## src/rtl/sha3_pkg.sv

```systemverilog
// Shared constants, types and helpers for the SHA3-256 absorb front end.
package sha3_pkg;

    localparam int         WIDTH        = 64;
    localparam int         RATE_LANES   = 17;
    localparam int         RATE_BYTES   = 136;
    localparam logic [7:0] DS_BYTE      = 8'h06;
    localparam logic [7:0] PAD_END_BYTE = 8'h80;

    typedef enum logic [1:0] {
        FILL,
        PAD,
        SEND
    } state_t;

    typedef logic [4:0] lane_t;

    typedef logic [0:4][0:4][WIDTH-1:0] state_array_t;

    // Byte counts above a full lane are treated as a full lane.
    function automatic logic [3:0] clamp_bytes(input logic [3:0] n);
        return (n > 4'd8) ? 4'd8 : n;
    endfunction

endpackage

```

## src/rtl/sha3_absorb_padder_pad_lane.sv

```systemverilog
// keccak_pad_lane: returns a lane with one selected byte ORed with a pad byte.
module keccak_pad_lane #(
    parameter int WIDTH = 64,
    parameter int BW    = $clog2(WIDTH / 8)
) (
    input  logic [WIDTH-1:0] lane_in,
    input  logic [BW-1:0]    byte_idx,
    input  logic [7:0]       or_byte,
    output logic [WIDTH-1:0] lane_out
);

    always_comb begin
        lane_out = lane_in;
        for (int i = 0; i < WIDTH / 8; i++) begin
            if (byte_idx == BW'(i)) begin
                lane_out[8*i +: 8] = lane_in[8*i +: 8] | or_byte;
            end
        end
    end

endmodule

```

## src/rtl/sha3_absorb_padder.sv

```systemverilog
// SHA3-256 absorb padder: packs a byte-counted word stream into padded rate blocks.
// Optional macro SHA3_PAD_ERR_EN adds a sticky pad_err output for malformed byte counts.
module sha3_absorb_padder
    import sha3_pkg::*;
#(
    parameter int         WIDTH      = sha3_pkg::WIDTH,
    parameter int         RATE_LANES = sha3_pkg::RATE_LANES,
    parameter logic [7:0] DS_BYTE    = sha3_pkg::DS_BYTE
) (
    input  logic                             clk,
    input  logic                             rst,
    input  logic [WIDTH-1:0]                 in_data,
    input  logic [3:0]                       in_bytes,
    input  logic                             in_valid,
    input  logic                             in_last,
    output logic                             in_ready,
    output logic [0:4][0:4][WIDTH-1:0]       Din,
    output logic                             Din_valid,
    output logic                             Last_block,
    input  logic                             Ready
`ifdef SHA3_PAD_ERR_EN
    ,
    output logic                             pad_err
`endif
);

    localparam int    LANE_BYTES  = WIDTH / 8;
    localparam int    BLOCK_BYTES = RATE_LANES * LANE_BYTES;
    localparam int    PW          = $clog2(BLOCK_BYTES + 1);
    localparam int    BW          = $clog2(LANE_BYTES);
    localparam lane_t LAST_LANE   = lane_t'(RATE_LANES - 1);

    state_t           state;
    state_t           next_state;
    logic [WIDTH-1:0] buffer [RATE_LANES];
    lane_t            lane_cnt;
    logic [PW-1:0]    pad_pos;
    logic             extra_pending;
    logic             last_block_r;
    logic             started;

    logic             accept;
    logic [3:0]       bytes_eff;
    logic [WIDTH-1:0] word_mask;
    logic             pad_full;
    lane_t            pad_lane;
    logic [BW-1:0]    pad_byte;
    logic [WIDTH-1:0] ds_lane_in;
    logic [WIDTH-1:0] ds_lane;
    logic [WIDTH-1:0] end_lane_in;
    logic [WIDTH-1:0] end_lane;

    assign accept    = in_valid & in_ready;
    assign bytes_eff = clamp_bytes(in_bytes);
    assign pad_full  = (pad_pos == PW'(BLOCK_BYTES));
    // A full-block pad position has no lane of its own; steer it to lane 0 to keep the read in range.
    assign pad_lane  = pad_full ? '0 : lane_t'(pad_pos[PW-1:BW]);
    assign pad_byte  = pad_pos[BW-1:0];

    always_comb begin
        word_mask = '0;
        for (int i = 0; i < LANE_BYTES; i++) begin
            word_mask[8*i +: 8] = (i < int'(bytes_eff)) ? 8'hff : 8'h00;
        end
    end

    // When the domain byte lands in the last lane, the end marker must stack on top of it.
    assign ds_lane_in  = buffer[pad_lane];
    assign end_lane_in = (pad_lane == LAST_LANE) ? ds_lane : buffer[RATE_LANES-1];

    keccak_pad_lane #(
        .WIDTH    (WIDTH)
    ) u_ds_pad (
        .lane_in  (ds_lane_in),
        .byte_idx (pad_byte),
        .or_byte  (DS_BYTE),
        .lane_out (ds_lane)
    );

    keccak_pad_lane #(
        .WIDTH    (WIDTH)
    ) u_end_pad (
        .lane_in  (end_lane_in),
        .byte_idx (BW'(LANE_BYTES - 1)),
        .or_byte  (PAD_END_BYTE),
        .lane_out (end_lane)
    );

    always_ff @(posedge clk or posedge rst) begin
        if (rst) begin
            state <= FILL;
        end else begin
            state <= next_state;
        end
    end

    always_comb begin
        next_state = state;
        case (state)
            FILL: begin
                if (accept) begin
                    if (in_last) begin
                        next_state = PAD;
                    end else if (lane_cnt == LAST_LANE) begin
                        next_state = SEND;
                    end
                end
            end
            PAD:     next_state = SEND;
            SEND: begin
                if (Ready) begin
                    next_state = extra_pending ? PAD : FILL;
                end
            end
            default: next_state = FILL;
        endcase
    end

    always_comb begin
        in_ready   = (state == FILL) && started;
        Din_valid  = (state == SEND);
        Last_block = last_block_r;
        Din        = '0;
        for (int k = 0; k < RATE_LANES; k++) begin
            Din[k % 5][k / 5] = buffer[k];
        end
    end

    always_ff @(posedge clk or posedge rst) begin
        if (rst) begin
            for (int k = 0; k < RATE_LANES; k++) begin
                buffer[k] <= '0;
            end
            lane_cnt      <= '0;
            pad_pos       <= '0;
            extra_pending <= 1'b0;
            last_block_r  <= 1'b0;
            started       <= 1'b0;
        end else begin
            started <= 1'b1;
            case (state)
                FILL: begin
                    if (accept) begin
                        buffer[lane_cnt] <= in_data & word_mask;
                        lane_cnt         <= lane_cnt + lane_t'(1);
                        last_block_r     <= 1'b0;
                        if (in_last) begin
                            pad_pos <= PW'({lane_cnt, {BW{1'b0}}}) + PW'(bytes_eff);
                        end
                    end
                end
                PAD: begin
                    // A message ending on a block boundary ships unpadded, then a pad-only block follows.
                    if (pad_full) begin
                        extra_pending <= 1'b1;
                        last_block_r  <= 1'b0;
                    end else begin
                        buffer[pad_lane]       <= ds_lane;
                        buffer[RATE_LANES-1]   <= end_lane;
                        last_block_r           <= 1'b1;
                    end
                end
                SEND: begin
                    if (Ready) begin
                        for (int k = 0; k < RATE_LANES; k++) begin
                            buffer[k] <= '0;
                        end
                        lane_cnt     <= '0;
                        last_block_r <= 1'b0;
                        if (extra_pending) begin
                            extra_pending <= 1'b0;
                            pad_pos       <= '0;
                        end
                    end
                end
                default: ;
            endcase
        end
    end

`ifdef SHA3_PAD_ERR_EN
    always_ff @(posedge clk or posedge rst) begin
        if (rst) begin
            pad_err <= 1'b0;
        end else if (accept && ((in_bytes > 4'd8) || ((in_bytes != 4'd8) && !in_last))) begin
            pad_err <= 1'b1;
        end
    end
`endif

endmodule

```

## config.mk

```make
export PLATFORM = sky130hd
export DESIGN_NAME = sha3_absorb_padder
export DESIGN_NICKNAME = d
export VERILOG_FILES = /design/src/rtl/sha3_pkg.sv /design/src/rtl/sha3_absorb_padder_pad_lane.sv /design/src/rtl/sha3_absorb_padder.sv
export SDC_FILE = /design/constraint.sdc
export NUM_CORES = 2
export LEC_CHECK = 0
export BUFFER_PORTS_ARGS = -buffer_cell sky130_fd_sc_hd__buf_2
export CORE_AREA = 2 2 659 661
export DETAILED_ROUTE_END_ITERATION = 7
export DIE_AREA = 0 0 661 663
export HOLD_SLACK_MARGIN = 0.03
export SYNTH_ARGS = -nofsm -noshare
export SYNTH_HDL_FRONTEND = slang
export SYNTH_HIERARCHICAL = 1
export SYNTH_SLANG_ARGS = --single-unit
```

## constraint.sdc

```tcl
create_clock -name clk -period 106.8 [get_ports clk]
set_clock_uncertainty 0.15 [all_clocks]
set_input_delay 10.68 -clock clk [delete_from_list [all_inputs] [get_ports clk]]
set_output_delay 10.68 -clock clk [all_outputs]
set_load 0.05 [all_outputs]
```

==> metrics.yaml <==
clocking:
  htree_levels: 3
  cts_resized: 0
  tritoncts: "done"
  cts_max_path_buffers: 3
  clock-sinks: 1106
  clk_latency_ns: 0.82
  hold_buffers: 0
  numCtsBuffers: 117
  root_buffer: "clkbuf_16"
  post_cts_buffers: 0
  clk_pin_slew_ns: 0.07
global_routing:
  grt-ovfl-total: 0
  grt.total_usage_pct: 24.6
  grt_pass1_wl_um: 711000
  antenna_found_initial: 108
  grt_pass1_vias: 61600
  grt_max_degree: 105
yosys:
  yosys_warnings: 6
  synth_cell_types: 70
  netlist_area_um2: 65000
  yosys-top-cells-area: "dfrtp_1 43%, o2bb2ai_1 9.9%, a22oi_1 7.9%"
  synthArstFlopShare_pct: 100
  synth_cells: 6732
  synthDominantCellAreaShare_pct: 42.6
  yosysTopAreaCell: "dfrtp_1"
  ys.flop_type: "dfrtp_1"
  synth-seq-area-share_pct: 42.6
  syn_avg_cell_area_um2: 9.66
  synth_edf_count: 0
  synth_seq_cells: 1106
drt:
  drt-initial-drc-count: 12700
  routed_wl_um: 567000
  vias: 70000
  drc: 0
  ant_nets: 0
  dr.pass1.iters: 7
  wl_per_cell_um: 42.6
  vias_per_cell: 5.26
critical_path:
  r2r_cells: 14
  cp.required_ns: 107.43
  end_kind: "asynchronous set/reset pin"
  cp_max_fo: 101
  cp-start-kind: "input port"
  worst-setup-path-type: "in -> async"
  arrival_ns: 14.68
timing:
  setup_tns_ns: 0
  fin_crit_sh_pct: 13.2
  slew_violations: 11
  grt_setup_unrepaired: "false"
  slew_headroom_pct: -48.8
  hold_violations: 0
  fmax_mhz: 71.2
  min_period_ns: 14.05
  setup_violations: 0
  worstMarginPinSlew_ns: 2.23
  layout_setup_ws_ns: 92.75
pwr:
  p_leak_nw: 34.6
  powerDensity_nw_per_um2: 36.6
  ir_drop_mv: 0.0290
  p_total_mw: 2.91
final_layout:
  seq_area_um2: 27700
  fill_cells: 47800
  multiInputGateArea_um2: 32900
  nets: 7500
  drive_gt1_share_pct: 24.7
  area_delta_synth_final_pct: 22.1
floorplan:
  core_um2: 432000
  dieWidth_um: 661
  io_pins: 1676
  placementRows: 242
  die-area_um2: 438000
  initial_core_util_pct: 15.0
  die_height_um: 663
placed_design:
  gp_routability_congestion: 0.921
  dp_slack_ns: 91.85
  io_buffers: 1163
  hpwl_um: 419000
worst_hold_path:
  hold_path_depth: 2
  hold_class: "reg -> reg"
job:
  cap_violations: 0
outcome:
  status: "finished, violations left"
  failed_checks: "max-slew violations"
==> placed cells by master (no fill, tap or decap), types with 38 or more instances in the layout <==
master     count
diode_2       59
dfrtp_1     1100
o22ai_1       43
a22oi_1      681
clkbuf_8      38
a221o_1      297
o21ai_0      157
mux2i_1       93
conb_1       582
a221oi_1      42
nand2_1      400
a21o_1        66
a21oi_1      273
buf_2       1163
buf_4        185
o221ai_1      86
o2bb2ai_1    736
mux2_2       128
and2_1       188
nor3_1       155
clkbuf_16    117
nor2_1       354
==> worst max-delay path, cell delays in order <==
cell   delay, ns
buf_2       0.17
inv_8       0.55
buf_4       0.76
buf_4       0.64
buf_4       0.79
buf_4       0.81
==> report_power, final <==
part           leakage (nW)  switching [mW]  total [mW]  internal [mW]
registers              15.1           0.142       0.649          0.507
clock network          2.03           0.203       0.454          0.251
logic                  17.4            1.47        1.80          0.328
total                  34.6            1.82        2.91           1.09
==> worst paths after layout <==
path	start	end	slack, ns
worst min register to register	Last_block	Last_block	0.35
worst max register to register	pad_pos[3]	register	100.48
max in group clk	Ready	register	93.13
worst min-delay path	Last_block	Last_block	0.35
worst max-delay path	rst	asynchronous set/reset pin	92.75
min in group asynchronous	rst	asynchronous set/reset pin	9.92
==> cell type report <==
type	count	share of cell area, %
antenna	59	0.186
inverter	28	0.150
clock buffer	173	4.43
timing repair buffer	1351	9.16
multi-input combinational	4812	41.4
sequential	1106	34.9
tap	5734	9.04
clock inverter	44	0.772
==> per-layer routing <==
metal	wire (um)	share of wire (%)	global-route usage, %
met1	192000	34	27.3
met2	233000	41	36.1
met3	85600	15	12.4
met4	56000	9.9	18.2
met5	256	0.045	0.0329
==> cell families (layout without fill, tap and decap cells) <==
| kind of cell | Yosys count | after routing | share of synthesized area [%] |
|---|---|---|---|
| adders and majority gates | 11 | 11 | 0.212 |
| buffers and inverters | 1394 | 1596 | 11.3 |
| muxes | 239 | 239 | 4.27 |
| xor gates and xnor gates | 3 | 3 | 0.0404 |
| AOI/OAI and AO/OA | 2648 | 2648 | 31.9 |
| and+or+nand+nor | 1329 | 1329 | 9.61 |
| other | 2 | 641 | 0.0116 |
| DFF | 1106 | 1106 | 42.6 |
==> Yosys cell counts, types with 43 or more instances <==
cell	count
dfrtp_1	1106
o2bb2ai_1	736
a22oi_1	681
clkbuf_1	644
buf_4	516
nand2_1	410
nor2_1	362
a221o_1	297
a21oi_1	274
and2_1	190
nor3_1	165
o21ai_0	158
mux2_2	128
buf_1	94
mux2i_1	93
o221ai_1	86
a21o_1	67
buf_2	53
clkbuf_2	49
o21bai_1	44
o22ai_1	43
==> through the flow <==
stage	area [um^2]	hold slack (ns)	utilization, %	instances
floorplan	67200	0.354	-	7312
global placement	75100	0.338	17.4	13000
detailed placement	75100	0.341	17.4	13000
CTS	79300	0.359	18.3	13200
global route	79300	0.372	18.4	13300
finish	79400	0.353	18.4	13300
Power figures use the tool's default switching activity.
